===== config.mk =====
export PLATFORM = sky130hd
export DESIGN_NAME = mmio_uart
export DESIGN_NICKNAME = d
export VERILOG_FILES = /design/src/rtl/mmio_uart_pkg.sv /design/src/rtl/mmio_fifo.sv /design/src/rtl/mmio_uart.sv
export SDC_FILE = /design/constraint.sdc
export NUM_CORES = 1
export LEC_CHECK = 0
export ABC_AREA = 1
export CORE_MARGIN = 1.5
export CORE_UTILIZATION = 34
export DETAILED_ROUTE_END_ITERATION = 10
export GPL_ROUTABILITY_DRIVEN = 0
export HOLD_SLACK_MARGIN = 0.15
export PLACE_DENSITY = 0.53
export SYNTH_ARGS = -nofsm -noshare
export SYNTH_HDL_FRONTEND = slang
export SYNTH_HIERARCHICAL = 1
export SYNTH_SLANG_ARGS = --single-unit

===== constraint.sdc =====
create_clock -name clk -period 2.35 [get_ports clk]
set_input_delay 0.3525 -clock clk [delete_from_list [all_inputs] [get_ports clk]]
set_output_delay 0.3525 -clock clk [all_outputs]
set_load 0.02 [all_outputs]

===== src/rtl/mmio_uart_pkg.sv =====
// Shared definitions for the memory-mapped UART: register offsets, STATUS bit
// positions and the TX/RX state encodings.
package mmio_uart_pkg;

    localparam logic [3:0] OFF_TXDATA = 4'h0;
    localparam logic [3:0] OFF_STATUS = 4'h4;
    localparam logic [3:0] OFF_RXDATA = 4'hC;

    localparam int ST_TX_FULL  = 0;
    localparam int ST_TX_EMPTY = 1;
    localparam int ST_TX_BUSY  = 2;
    localparam int ST_TX_OVF   = 3;
    localparam int ST_RX_VALID = 4;
    localparam int ST_RX_OVR   = 5;
    localparam int ST_RX_FERR  = 6;

    localparam int UART_DATA_BITS = 8;

    typedef enum logic [1:0] {TX_IDLE, TX_START, TX_DATA, TX_STOP} tx_state_t;
    typedef enum logic [1:0] {RX_IDLE, RX_START, RX_DATA, RX_STOP} rx_state_t;

endpackage


===== src/rtl/mmio_fifo.sv =====
// Synchronous FIFO with extra-MSB pointers; a push while full is still accepted
// when a pop frees a slot on the same edge.
module mmio_fifo #(
    parameter int WIDTH = 8,
    parameter int DEPTH = 16
) (
    input  logic             clk,
    input  logic             rst,
    input  logic             i_push,
    input  logic [WIDTH-1:0] i_din,
    input  logic             i_pop,
    output logic [WIDTH-1:0] o_dout,
    output logic             o_full,
    output logic             o_empty
);
    localparam int AW = $clog2(DEPTH);

    logic [WIDTH-1:0] r_mem [DEPTH];
    logic [AW:0]      r_wr_ptr;
    logic [AW:0]      r_rd_ptr;
    logic             w_push_ok;
    logic             w_pop_ok;

    assign o_empty   = (r_wr_ptr == r_rd_ptr);
    assign o_full    = (r_wr_ptr[AW] != r_rd_ptr[AW]) && (r_wr_ptr[AW-1:0] == r_rd_ptr[AW-1:0]);
    assign w_pop_ok  = i_pop && !o_empty;
    assign w_push_ok = i_push && (!o_full || w_pop_ok);
    assign o_dout    = r_mem[r_rd_ptr[AW-1:0]];

    always_ff @(posedge clk or posedge rst) begin
        if (rst) begin
            r_wr_ptr <= '0;
            r_rd_ptr <= '0;
        end else begin
            if (w_push_ok) r_wr_ptr <= r_wr_ptr + 1'b1;
            if (w_pop_ok)  r_rd_ptr <= r_rd_ptr + 1'b1;
        end
    end

    always_ff @(posedge clk) begin
        if (w_push_ok) r_mem[r_wr_ptr[AW-1:0]] <= i_din;
    end

endmodule


===== src/rtl/mmio_uart.sv =====
// Memory-mapped 8N1 UART beside data BRAM: TX FIFO + serialiser, STATUS/RX regs.
// Define UART_RX_EN to build the receiver; otherwise uart_rx is ignored.
module mmio_uart
    import mmio_uart_pkg::*;
#(
    parameter logic [31:0] BASE_ADDR  = 32'h10100,
    parameter int          BAUD_DIV   = 868,
    parameter int          FIFO_DEPTH = 16
) (
    input  logic        clk,
    input  logic        rst,
    input  logic [31:0] addr,
    input  logic [31:0] din,
    input  logic [3:0]  write_enable,
    input  logic        rd_en,
    output logic [31:0] dout,
    output logic        hit,
    output logic        uart_tx,
    input  logic        uart_rx
);
    localparam int             CW        = $clog2(BAUD_DIV);
    localparam logic [CW-1:0]  BAUD_LAST = CW'(BAUD_DIV - 1);
    localparam logic [2:0]     LAST_BIT  = 3'(UART_DATA_BITS - 1);

    logic [3:0]  w_off;
    logic        w_tx_push, w_w1c, w_tx_pop, w_tx_drop;
    logic [7:0]  w_fifo_dout;
    logic        w_fifo_full, w_fifo_empty;
    logic [31:0] w_rdata;
    logic        w_rx_valid, w_rx_ovr, w_rx_ferr;
    logic [7:0]  w_rx_byte;
    logic        w_unused;

    tx_state_t     r_tx_state, w_tx_next;
    logic [CW-1:0] r_tx_cnt;
    logic [7:0]    r_tx_shift;
    logic [2:0]    r_tx_bit;
    logic          r_tx, r_tx_ovf;
    logic          w_tx_tick, w_tx_reload, w_line;
    logic [31:0]   r_dout;

    assign hit       = (addr[31:4] == BASE_ADDR[31:4]);
    assign w_off     = addr[3:0];
    assign w_tx_push = hit && write_enable[0] && (w_off == OFF_TXDATA);
    assign w_w1c     = hit && write_enable[0] && (w_off == OFF_STATUS);
    assign w_tx_drop = w_tx_push && w_fifo_full && !w_tx_pop;
    assign w_unused  = ^{din, write_enable, rd_en, uart_rx};

    mmio_fifo #(.WIDTH(8), .DEPTH(FIFO_DEPTH)) u_txq (
        .clk     (clk),
        .rst     (rst),
        .i_push  (w_tx_push),
        .i_din   (din[7:0]),
        .i_pop   (w_tx_pop),
        .o_dout  (w_fifo_dout),
        .o_full  (w_fifo_full),
        .o_empty (w_fifo_empty)
    );

    assign w_tx_tick = (r_tx_cnt == '0);

    always_comb begin
        w_tx_next   = r_tx_state;
        w_tx_pop    = 1'b0;
        w_tx_reload = 1'b0;
        case (r_tx_state)
            TX_IDLE: if (!w_fifo_empty) begin
                w_tx_pop = 1'b1; w_tx_reload = 1'b1; w_tx_next = TX_START;
            end
            TX_START: if (w_tx_tick) begin
                w_tx_reload = 1'b1; w_tx_next = TX_DATA;
            end
            TX_DATA: if (w_tx_tick) begin
                w_tx_reload = 1'b1;
                if (r_tx_bit == LAST_BIT) w_tx_next = TX_STOP;
            end
            TX_STOP: if (w_tx_tick) begin
                if (!w_fifo_empty) begin
                    w_tx_pop = 1'b1; w_tx_reload = 1'b1; w_tx_next = TX_START;
                end else begin
                    w_tx_next = TX_IDLE;
                end
            end
            default: w_tx_next = TX_IDLE;
        endcase
    end

    // Line level is registered from the next state so uart_tx never glitches.
    always_comb begin
        w_line = 1'b1;
        case (w_tx_next)
            TX_START: w_line = 1'b0;
            TX_DATA:  w_line = (r_tx_state == TX_DATA && w_tx_tick) ? r_tx_shift[1] : r_tx_shift[0];
            default:  w_line = 1'b1;
        endcase
    end

    always_ff @(posedge clk or posedge rst) begin
        if (rst) begin
            r_tx_state <= TX_IDLE;
            r_tx_cnt   <= '0;
            r_tx_shift <= '0;
            r_tx_bit   <= '0;
            r_tx       <= 1'b1;
            r_tx_ovf   <= 1'b0;
        end else begin
            r_tx_state <= w_tx_next;
            if (w_tx_reload)          r_tx_cnt <= BAUD_LAST;
            else if (r_tx_cnt != '0)  r_tx_cnt <= r_tx_cnt - 1'b1;
            if (w_tx_pop) begin
                r_tx_shift <= w_fifo_dout;
                r_tx_bit   <= '0;
            end else if (r_tx_state == TX_DATA && w_tx_tick) begin
                r_tx_shift <= {1'b0, r_tx_shift[7:1]};
                r_tx_bit   <= r_tx_bit + 1'b1;
            end
            r_tx <= w_line;
            if (w_tx_drop)                  r_tx_ovf <= 1'b1;
            else if (w_w1c && din[ST_TX_OVF]) r_tx_ovf <= 1'b0;
        end
    end

    assign uart_tx = r_tx;

`ifdef UART_RX_EN
    rx_state_t     r_rx_state, w_rx_next;
    logic [CW-1:0] r_rx_cnt;
    logic [7:0]    r_rx_shift, r_rx_byte;
    logic [2:0]    r_rx_bit;
    logic          r_sync1, r_sync2, r_rx_prev;
    logic          r_rx_valid, r_rx_ovr, r_rx_ferr;
    logic          w_rx_tick, w_rx_half, w_rx_reload, w_rx_done, w_rx_bad, w_rx_pop;

    assign w_rx_tick = (r_rx_cnt == '0);
    assign w_rx_pop  = hit && rd_en && (w_off == OFF_RXDATA);

    always_comb begin
        w_rx_next   = r_rx_state;
        w_rx_half   = 1'b0;
        w_rx_reload = 1'b0;
        w_rx_done   = 1'b0;
        w_rx_bad    = 1'b0;
        case (r_rx_state)
            RX_IDLE: if (r_rx_prev && !r_sync2) begin
                w_rx_half = 1'b1; w_rx_next = RX_START;
            end
            RX_START: if (w_rx_tick) begin
                if (!r_sync2) begin w_rx_reload = 1'b1; w_rx_next = RX_DATA; end
                else          w_rx_next = RX_IDLE;
            end
            RX_DATA: if (w_rx_tick) begin
                w_rx_reload = 1'b1;
                if (r_rx_bit == LAST_BIT) w_rx_next = RX_STOP;
            end
            RX_STOP: if (w_rx_tick) begin
                w_rx_next = RX_IDLE;
                if (r_sync2) w_rx_done = 1'b1;
                else         w_rx_bad  = 1'b1;
            end
            default: w_rx_next = RX_IDLE;
        endcase
    end

    always_ff @(posedge clk or posedge rst) begin
        if (rst) begin
            r_rx_state <= RX_IDLE;
            {r_sync1, r_sync2, r_rx_prev} <= 3'b111;
            r_rx_cnt   <= '0;
            r_rx_shift <= '0;
            r_rx_byte  <= '0;
            r_rx_bit   <= '0;
            r_rx_valid <= 1'b0;
            r_rx_ovr   <= 1'b0;
            r_rx_ferr  <= 1'b0;
        end else begin
            r_rx_state <= w_rx_next;
            {r_rx_prev, r_sync2, r_sync1} <= {r_sync2, r_sync1, uart_rx};
            if (w_rx_half)            r_rx_cnt <= CW'(BAUD_DIV / 2 - 1);
            else if (w_rx_reload)     r_rx_cnt <= BAUD_LAST;
            else if (r_rx_cnt != '0)  r_rx_cnt <= r_rx_cnt - 1'b1;
            if (w_rx_half) r_rx_bit <= '0;
            if (r_rx_state == RX_DATA && w_rx_tick) begin
                r_rx_shift <= {r_sync2, r_rx_shift[7:1]};
                r_rx_bit   <= r_rx_bit + 1'b1;
            end
            // A completing frame beats a same-edge RXDATA pop; that pop is not an overrun.
            if (w_rx_done) begin
                r_rx_byte  <= r_rx_shift;
                r_rx_valid <= 1'b1;
            end else if (w_rx_pop) begin
                r_rx_valid <= 1'b0;
            end
            if (w_rx_done && r_rx_valid && !w_rx_pop) r_rx_ovr <= 1'b1;
            else if (w_w1c && din[ST_RX_OVR])         r_rx_ovr <= 1'b0;
            if (w_rx_bad)                             r_rx_ferr <= 1'b1;
            else if (w_w1c && din[ST_RX_FERR])        r_rx_ferr <= 1'b0;
        end
    end

    assign w_rx_valid = r_rx_valid;
    assign w_rx_ovr   = r_rx_ovr;
    assign w_rx_ferr  = r_rx_ferr;
    assign w_rx_byte  = r_rx_byte;
`else
    assign w_rx_valid = 1'b0;
    assign w_rx_ovr   = 1'b0;
    assign w_rx_ferr  = 1'b0;
    assign w_rx_byte  = 8'h00;
`endif

    always_comb begin
        w_rdata = '0;
        if (hit) begin
            case (w_off)
                OFF_STATUS: w_rdata = {25'd0, w_rx_ferr, w_rx_ovr, w_rx_valid, r_tx_ovf,
                                       (r_tx_state != TX_IDLE), w_fifo_empty, w_fifo_full};
                OFF_RXDATA: w_rdata = {24'd0, w_rx_byte};
                default:    w_rdata = '0;
            endcase
        end
    end

    always_ff @(posedge clk or posedge rst) begin
        if (rst) r_dout <= '0;
        else     r_dout <= w_rdata;
    end

    assign dout = r_dout;

endmodule


==> impl_metrics.py, run 1 <==
metrics = {
    "critical_path": {
        "critPathMaxStageDelay_ns": 0.41,
        "endpoint_kind": "flop",
        "crit_fanout": 8,
        "cpMaxStageDelayCell": "dfrtp_1",
        "path_cells": "inv_1 -> ha_2 -> nand2_2 -> nor2_4 -> a31o_4 -> nand2_4 -> inv_4 -> inv_1 -> nand4_4 -> nand2_4 -> buf_4 -> nor2_4",
        "worstReg2RegEnd": "u_txq/r_mem[7][4]$_DFFE_PP_",
        "worst-setup-path-type": "flop to flop",
        "r2r_slack_ns": 0.18,
        "cp.arrival_ns": 2.28,
        "r2r_start": "r_tx_cnt[0]$_DFFE_PP0P_",
        "crit_path_start_kind": "flop",
        "critPathRequiredTime_ns": 2.46,
        "r2r_cells": 12,
    },
    "global_routing": {
        "grt_pass1_vias": 5123,
        "grt_pass1_wl_mm": 27.5,
        "grt_usage_pct": 15.3,
        "antenna_found_initial": 0,
        "grt_max_degree": 68,
        "grt_overflow": 0,
    },
    "cells_and_area": {
        "num-nets-final": 935,
        "final_common_cell": "nand2_1",
        "drive_gt1_share_pct": 16.0,
        "syn_to_final_growth_pct": 21.4,
        "final_cell_mix": "nand2_1 (138), nor2_1 (129), edfxtp_1 (128)",
        "diodes": 0,
        "final_area_um2": 9540,
    },
    "sta": {
        "fmax_mhz": 461,
        "finalSetupViolations": 0,
        "finalHoldViolCount": 0,
        "period_share_pct": 92.3,
        "worst_pin_slew_ns": 0.738,
        "setup_tns_ns": 0,
        "grt_setup_unrepaired": "false",
        "hold_slack_ns": 0.297,
        "setup_ws_ns": 0.180,
        "slew_headroom_pct": 50.8,
        "period_minus_slack_ns": 2.17,
        "final_max_slew_viol_count": 0,
        "worst_clock_skew_ns": 0.0172,
    },
    "die": {
        "die_w_um": 155,
        "start_util_pct": 34.7,
        "rows": 55,
        "die_area_um2": 24000,
        "chipHeight_um": 155,
        "io_pins": 106,
        "core_area_um2": 22600,
    },
    "yosys": {
        "synth_area_um2": 7860,
        "synth-seq-cells": 167,
        "yosysSeqAreaShare_pct": 61.4,
        "synthTopCellsByArea": "edfxtp_1 (49%), dfrtp_1 (12%), nor2_1 (6.7%), nand2_1 (6.6%), o21ai_0 (4.8%)",
        "async_flop_share_pct": 23.4,
        "yosysWarnings": 6,
        "yosys_most_used_dff": "edfxtp_1",
        "synth.distinct_cells": 39,
        "yosys.area.top_type": "edfxtp_1",
        "synthesis.instances": 766,
        "syn_area_per_cell_um2": 10.3,
        "synth-edff-count": 128,
        "synth_top_area_share_pct": 48.9,
    },
    "power": {
        "ir_worst_vdd_mv": 0.459,
        "power_leakage_uw": 0.00381,
        "powerDensity_nw_per_um2": 638,
    },
    "route": {
        "post-route-drc-count": 0,
        "vias_per_cell": 4.63,
        "finalWirelength_mm": 17.3,
        "final_antenna_net_count": 0,
        "drtIter0Drc": 288,
        "wl_per_cell_um": 15.0,
        "vias": 5310,
        "dr.pass1.iters": 4,
    },
    "clock_tree": {
        "cts_tree": "done",
        "clock_latency_ns": 0.43,
        "cts_sinks": 167,
        "cts_hold_buf": 0,
        "numCtsBuffers": 17,
        "cts_root_buf": "clkbuf_16",
        "clockBufferDepth": 2,
        "clk_pin_slew_worst_paths_ns": 0.07,
        "cts-htree-levels": 4,
    },
    "placed_design": {
        "pre_cts_ws_ns": -0.104,
        "place_area_um2": 8910,
        "port_buffers": 48,
        "dp_hpwl_mm": 11.1,
    },
    "outcome": {
        "outcome": "finished, final reports clean",
    },
    "min_path": {
        "hp-class": "primary input to async pin",
    },
    "flow_run": {
        "cap_viol_max_count": 0,
    },
}
-- through the flow --
step / util, % / total power, uW / std cells
2_1_floorplan: - / 3360 / 793
3_3_place_gp: 39.4 / 3450 / 1113
3_5_place_dp: 39.4 / 3450 / 1113
4_1_cts: 41.9 / 6150 / 1145
5_1_grt: 42.1 / 6300 / 1148
6_report: 42.1 / 6080 / 1148
-- per-layer routing --
layer  vias to the layer above  global-route usage (%)  share of wire [%]
met5                         -                       0                  0
met4                         0                    5.72                1.4
met3                        11                    3.54                4.8
met2                       127                    23.9                 46
met1                      2486                    20.8                 48
li1                       2686                       -                  -
-- where the power goes --
part           switching (uW)  internal, uW  total (uW)  leakage, uW
Combinational             124          82.3         206      0.00185
Sequential               1.03          3180        3180      0.00169
Clock                    1280          1410        2690     0.000280
Total                    1400          4680        6080      0.00381
-- worst max-delay path by stage --
stage                                        end                          start  slack (ns)
floorplan           u_txq/r_mem[14][0]$_DFFE_PP_  u_txq/r_wr_ptr[2]$_DFFE_PP0P_       -0.15
global placement     u_txq/r_mem[7][2]$_DFFE_PP_                       addr[11]       -0.09
detailed placement   u_txq/r_mem[7][1]$_DFFE_PP_                       addr[21]       -0.10
CTS                                          hit                       addr[21]       0.003
global route         u_txq/r_mem[7][4]$_DFFE_PP_        r_tx_cnt[0]$_DFFE_PP0P_       0.001
finish               u_txq/r_mem[7][4]$_DFFE_PP_        r_tx_cnt[0]$_DFFE_PP0P_        0.18
-- critical path, delay by kind of cell (launching register included) --
kind	cells	cell delay, ns
AO/OA/AOI/OAI	1	0.17
flip-flops	1	0.41
AND/OR/NAND/NOR	6	0.68
buffers and inverters	4	0.39
adder cells (fa/ha/maj)	1	0.21
-- state kept, by name, indices dropped and copies added (netlist names) --
name	count
r_tx_bit	3
u_txq/r_rd_ptr	5
uart_tx	1
r_tx_cnt	10
r_tx_ovf	1
r_tx_state	2
r_tx_shift	8
u_txq/r_mem	128
u_txq/r_wr_ptr	5
dout	4
-- final cells by class --
class                      instances  area, um^2
inverter                          51         194
tap                              285         357
multi-input combinational        518        2640
sequential                       167        4820
timing repair buffer              95         947
fill                            2184       13100
clock buffer                      17         425
clock inverter                    15         153
-- synth_stat cells, types with 6 or more instances --
master and n:
inv_1 44, nand2_1 138, xnor2_1 8, buf_2 11, o211ai_1 18, edfxtp_1 128
nand2_2 15, nor2_1 141, buf_4 31, nand3_2 6, clkbuf_1 10, nand3_1 37
o22ai_1 8, o21ai_0 75, dfrtp_1 38, ha_1 13
-- cell families after synthesis --
logic type | share of synthesized area [%]
buffers and inverters | 7.39
flip-flops | 61.4
other | 0.0477
adder cells (fa/ha/maj) | 2.07
AND/OR/NAND/NOR | 19.8
XOR/XNOR | 1.45
AO/OA/AOI/OAI | 7.84
-- timing repair --
| item | CTS | global route |
|---|---|---|
| setup buffers | 0 | 3 |
| hold endpoints to repair | 0 | 0 |
| setup endpoints to repair | 0 | 97 |
| resized for setup | 0 | 9 |
(Power assumes the default switching activity.)
==> run 2, diff against run 1 <==
Settings changed: CORE_UTILIZATION 34 to 50, PLACE_DENSITY 0.53 to 0.71.
Clock period 2.35 ns to 2.6 ns, I/O delays scaled along.
==> impl_metrics.py, run 2 (synthesized netlist as in run 1, its figures left out) <==
metrics = {
    "clock_tree": {
        "cts_sinks": 167,
        "clockBufferDepth": 2,
        "cts-htree-levels": 4,
        "clk_pin_slew_worst_paths_ns": 0.07,
        "cts_tree": "done",
        "numCtsBuffers": 17,
        "clock_latency_ns": 0.43,
        "cts_setup_buffers": 0,
        "cts_hold_buf": 0,
        "ctsResizeCount": 1,
        "cts_root_buf": "clkbuf_16",
    },
    "outcome": {
        "outcome": "finished, final reports clean",
    },
    "die": {
        "die_area_um2": 16500,
        "die_w_um": 128,
        "chipHeight_um": 128,
        "rows": 45,
        "core_area_um2": 15300,
        "start_util_pct": 51.5,
        "io_pins": 106,
    },
    "sta": {
        "slew_headroom_pct": 54.5,
        "final_max_slew_viol_count": 0,
        "period_minus_slack_ns": 2.42,
        "worst_pin_slew_ns": 0.681,
        "finalHoldViolCount": 0,
        "fmax_mhz": 412,
        "setup_tns_ns": 0,
        "finalSetupViolations": 0,
        "worst_clock_skew_ns": 0.0119,
        "grt_setup_unrepaired": "false",
        "period_share_pct": 93.2,
    },
    "global_routing": {
        "antenna_found_initial": 0,
        "grt_pass1_wl_mm": 26.5,
        "grt_overflow": 0,
        "met3_usage_pct": 5.57,
        "grt_usage_pct": 21.1,
        "grt_pass1_vias": 5304,
        "grt-busiest-layer": "met2",
        "grt_max_degree": 68,
        "grt_use_met2_pct": 34.9,
        "grt_util_met1_pct": 27.5,
    },
    "critical_path": {
        "cp.arrival_ns": 2.55,
        "crit_path_start_kind": "flop",
        "cp_top_family": "simple AND/OR/NAND/NOR gates",
        "crit_fanout": 21,
        "path_cells": "inv_1 -> nand2_1 -> nand2_1 -> nor2_4 -> nand3_1 -> inv_1 -> nor2_4 -> nand2_4 -> inv_6 -> inv_1 -> nand4_4 -> nand2_8 -> nor2_1 -> buf_4",
        "endpoint_kind": "flop",
        "r2r_start": "u_txq/r_wr_ptr[3]$_DFFE_PP0P_",
        "critPathRequiredTime_ns": 2.73,
        "startpoint": "u_txq/r_wr_ptr[3]$_DFFE_PP0P_",
        "critPathMaxStageDelay_ns": 0.48,
        "path_common_cell": "inv_1",
        "cpMaxStageDelayCell": "dfrtp_2",
        "crit_buf_inv": 5,
        "worst-setup-path-type": "flop to flop",
    },
    "cells_and_area": {
        "drive_gt1_share_pct": 12.9,
        "num-nets-final": 917,
        "diodes": 0,
        "final_cell_mix": "nand2_1 (138), nor2_1 (137), edfxtp_1 (128)",
        "largest_reg_flops": 128,
        "final_area_um2": 9170,
        "final_common_cell": "nand2_1",
        "syn_to_final_growth_pct": 16.7,
    },
    "power": {
        "powerDensity_nw_per_um2": 609,
        "power_leakage_uw": 0.00370,
        "ir_worst_vdd_mv": 0.578,
        "total_power_uw": 5580,
    },
    "min_path": {
        "hp-class": "primary input to async pin",
    },
    "route": {
        "final_antenna_net_count": 0,
        "finalWirelength_mm": 16.3,
        "dr.pass1.iters": 5,
        "vias_per_cell": 5.16,
        "drtIter0Drc": 374,
        "vias": 5450,
        "post-route-drc-count": 0,
        "wl_per_cell_um": 15.4,
    },
    "placed_design": {
        "place_area_um2": 8530,
        "dp_hpwl_mm": 10.5,
        "port_buffers": 48,
    },
    "flow_run": {
        "cap_viol_max_count": 0,
    },
}
-- run 2: changes by cell type in the layout (fill, tap and decap cells not counted), moves of 2 or more --
cell,change
buf_12,-8
buf_4,-10
bufinv_16,+2
inv_6,+3
inv_8,-3
nor2_1,+8
nor2_4,-9
-- run 2: cell type report --
type | instances | area, um^2
fillers | 1234 | 6090
clock buffers | 18 | 429
repair buffers | 77 | 709
inverters | 51 | 196
multi-input cells | 518 | 2580
flip-flops and latches | 167 | 4820
well taps | 211 | 264
clock inverters | 14 | 168
-- run 2: final timing paths --
path | end | slack [ns] | cells after the start
hold / removal | dout[3]$_DFF_PP0_ | 0.19 | 2
hold reg to reg | dout[3]$_DFF_PP0_ | 0.50 | 2
setup reg to reg | u_txq/r_mem[8][4]$_DFFE_PP_ | 0.18 | 14
setup / recovery | u_txq/r_mem[8][4]$_DFFE_PP_ | 0.18 | 14
max in group asynchronous | uart_tx$_DFF_PP1_ | 1.80 | 3
min in group clk | dout[3]$_DFF_PP0_ | 0.50 | 2
-- run 2: where the power goes --
part           internal, uW  switching, uW
registers              2880          0.969
clock network          1450           1080
logic                  70.8            109
total                  4390           1190
-- run 2: metal layers --
metal | up-vias | part of all wire (%)
met1 | 2571 | 43
met2 | 215 | 48
met4 | 0 | 1.6
li1 | 2644 | -
met3 | 20 | 7.2
met5 | - | 0
-- run 2: metrics by stage --
stage               utilization [%]  hold slack [ns]  worst slack [ns]  std cells
floorplan                         -            0.230            0.0729        793
global placement               55.9            0.492            0.0761       1024
detailed placement             55.9            0.498            0.0416       1024
CTS                            59.9            0.192            0.0702       1056
global route                   60.1            0.217           0.00836       1056
finish                         60.1            0.193             0.176       1056
==> run 3, diff against run 2 <==
Settings changed: CTS_CLUSTER_SIZE set to 8.
==> results of run 3 <==
The final DEF is identical to that of run 2; final timing and power are the same.
==> RTL edit, RTL diff (flow settings as in run 2) <==
Register the output `dout` once more, cleared by the reset; this adds one clock of latency there. The other outputs are not delayed to match.
--- a/src/rtl/mmio_uart.sv
+++ b/src/rtl/mmio_uart.sv
@@ -226,5 +226,11 @@
     end
 
-    assign dout = r_dout;
+    always_ff @(posedge clk or posedge rst) begin
+        if (rst) begin
+            dout <= '0;
+        end else begin
+            dout <= r_dout;
+        end
+    end
 
 endmodule
Formal check against the unedited RTL: not equivalent (a bounded check fails within 4 cycles, from zero or initial values and one cycle with rst high).
==> RTL edit against run 2 <==
  * Non-clock buffer count is the same
  * Worst setup slack better by 3.9 ps
  * Sequential cell count grew 4
  * Sequential share of layout area rose by 1.4 points
  * Die area about the same
  * Clock skew fell by 1.6 ps
  * Critical endpoint is now u_txq/r_mem[5][7]
  * Power fell by 2.0%
  * Wire length grew 3.5%
  * Largest power group unchanged
  * Design area decreased by 0.67%
  * Global-route usage grew 0.38 points
  * Worst hold slack lost 12 ps
  * Via count rose by 1.9%
  * Area after synthesis about the same
  * Critical path type unchanged
==> RTL edit: results (changes against run 2) <==
- The total setup buffers inserted after CTS is 0 (unchanged).
- The level count of the clock H-tree is 4 (unchanged).
- The run finished with clean final reports.
- The worst clock skew is 10.3 ps (-1.65 ps).
- The via density per instance was 5.24 (+1.6%).
- Among all flip-flop cells after synthesis, the most frequent one is sky130_fd_sc_hd__edfxtp_1.
- The peak per-stage delay on the critical path is 410 ps (-70 ps).
- The path class of the tightest hold or removal check is in -> async.
- The number of max-cap violations is 0 (unchanged).
- The complex-gate fraction of the synthesized area is 7.68% (-0.16 points).
- The antenna diode instance count came to 0 (unchanged).
- The detailed-routing iteration count for the pre-antenna-repair pass came to 5 (unchanged).
- The largest net degree at the start of global routing is 68 (unchanged).
- The number of nets in the layout is 922 (+0.55%).
- The post-synthesis adder-cell area fraction was 2.07% (about the same).
- Among all stages on the critical path, the largest delay is contributed by sky130_fd_sc_hd__dfrtp_1.
- The total half-perimeter wirelength after legalization and detailed placement was 10900 microns (+3.3%).
- The count of synthesis-stage warnings from yosys is 6 (unchanged).
- The commonest cells after synthesis are 148 x sky130_fd_sc_hd__nand2_1, 144 x sky130_fd_sc_hd__nor2_1, 128 x sky130_fd_sc_hd__edfxtp_1.
- The biggest fanout along the worst timing path is 21 (unchanged).
- The async set-reset flop share out of synthesis came to 25.1% (+1.8 points).
- In this design, the largest share of critical-path delay is due to simple AND/OR/NAND/NOR gates.
- The global-route wire length before repair is 26500 microns (+0.11%).
- The capture point of the critical path is u_txq/r_mem[5][7].
- The fraction of synthesized area in multiplexers is 0% (unchanged).
- The maximum number of buffers from clock root to sink is 2 (unchanged).
- The length in cells of the worst reg-to-reg path is 15 (+1).
- The internal reg-to-reg setup slack is 180 ps.
- The share of the yosys chip area belonging to registers is 62.7% (+1.3 points).
- The static leakage is 0.00369 uW (-0.23%).
- The count of flip-flops with a built-in enable after synthesis is 128 (unchanged).
- The total CTS buffers was 17 (unchanged).
- Yosys attributes the largest share of cell area to sky130_fd_sc_hd__edfxtp_1 49%, sky130_fd_sc_hd__dfrtp_1 13%, sky130_fd_sc_hd__nand2_1 7.1%.
- The via count of the first global-routing pass is 5420 (+2.2%).
- The area after detailed placement is 8560 sq um (+0.29%).
- The detail-routed net length per standard cell is 15.9 microns (+3.2%).
- The worst relative slew slack came to 53.6% (-0.85 points).
- The number of antenna violations at the first check in global routing is 0 (unchanged).
- The number of distinct library cells after synthesis is 35 (-10%).
- The number of flip-flops in the largest register is 128 (unchanged).
- The peak supply drop is 0.531 mV (-8.2%).
- The global-route usage over all layers is 21.5% (+0.38 points).
- The number of DRC markers after the initial detailed-route iteration came to 441 (+18%).
- After clock tree synthesis, the clock-pin slew on the worst setup and hold paths is about 60 ps.
- The post-synthesis xor/xnor area fraction was 1.45% (about the same).
- The worst setup path is of the reg -> reg kind.
- The startpoint of the worst register-to-register path is r_tx_cnt[0].
- The root buffer cell is sky130_fd_sc_hd__clkbuf_16.
- The share of final-layout standard cells stronger than drive strength 1 is 9.91% (-3.0 points).
- The number of buffer cells added on primary ports is 48 (unchanged).
- The data arrival time of the worst path is 2550 ps (about the same).
- The clock latency at the later pin of the worst-skew pair came to 430 ps (about the same).
==> RTL edit: power breakdown <==
group          total, uW  leakage (uW)  switching, uW  internal, uW
logic                183       0.00167            112          70.5
registers           2940       0.00175          0.970          2940
clock network       2350      0.000267           1030          1320
==> RTL edit: layout make-up <==
cell class                      instances  area, sq um
Fill cell                            1245         6150
Sequential cell                       171         4920
Multi-Input combinational cell        519         2490
Timing Repair Buffer                   77          698
Clock buffer                           18          429
Tap cell                              211          264
Inverter                               51          194
Clock inverter                         12          113
==> RTL edit: logic make-up after synthesis <==
group                    Yosys count
AND/OR/NAND/NOR                  357
flip-flops                       171
AO/OA/AOI/OAI                    108
buffers and inverters            107
XOR/XNOR                          13
adder cells (fa/ha/maj)           13
other                              1
==> RTL edit: routing by layer <==
| metal | share of wire, % | global-route usage, % | up-vias |
|---|---|---|---|
| met5 | 0 | 0 | - |
| met4 | 2.2 | 9.12 | 0 |
| met3 | 7.4 | 4.82 | 23 |
| met2 | 50 | 37.5 | 242 |
| met1 | 40 | 25.8 | 2633 |
| li1 | - | - | 2654 |
==> RTL edit: stage by stage <==
step	hold slack, ps	total power (uW)	cells	setup WS (ps)
floorplan	230	3100	797	53.3
global placement	334	3180	1029	88.3
detailed placement	335	3180	1029	35.6
CTS	170	5520	1059	151
global route	196	5630	1059	26.7
finish	181	5470	1059	179
==> RTL edit: timing repair <==
item / in CTS / in global routing
hold buffers: 0 / 0
setup endpoints to repair: 0 / 46
gates resized for setup: 0 / 1
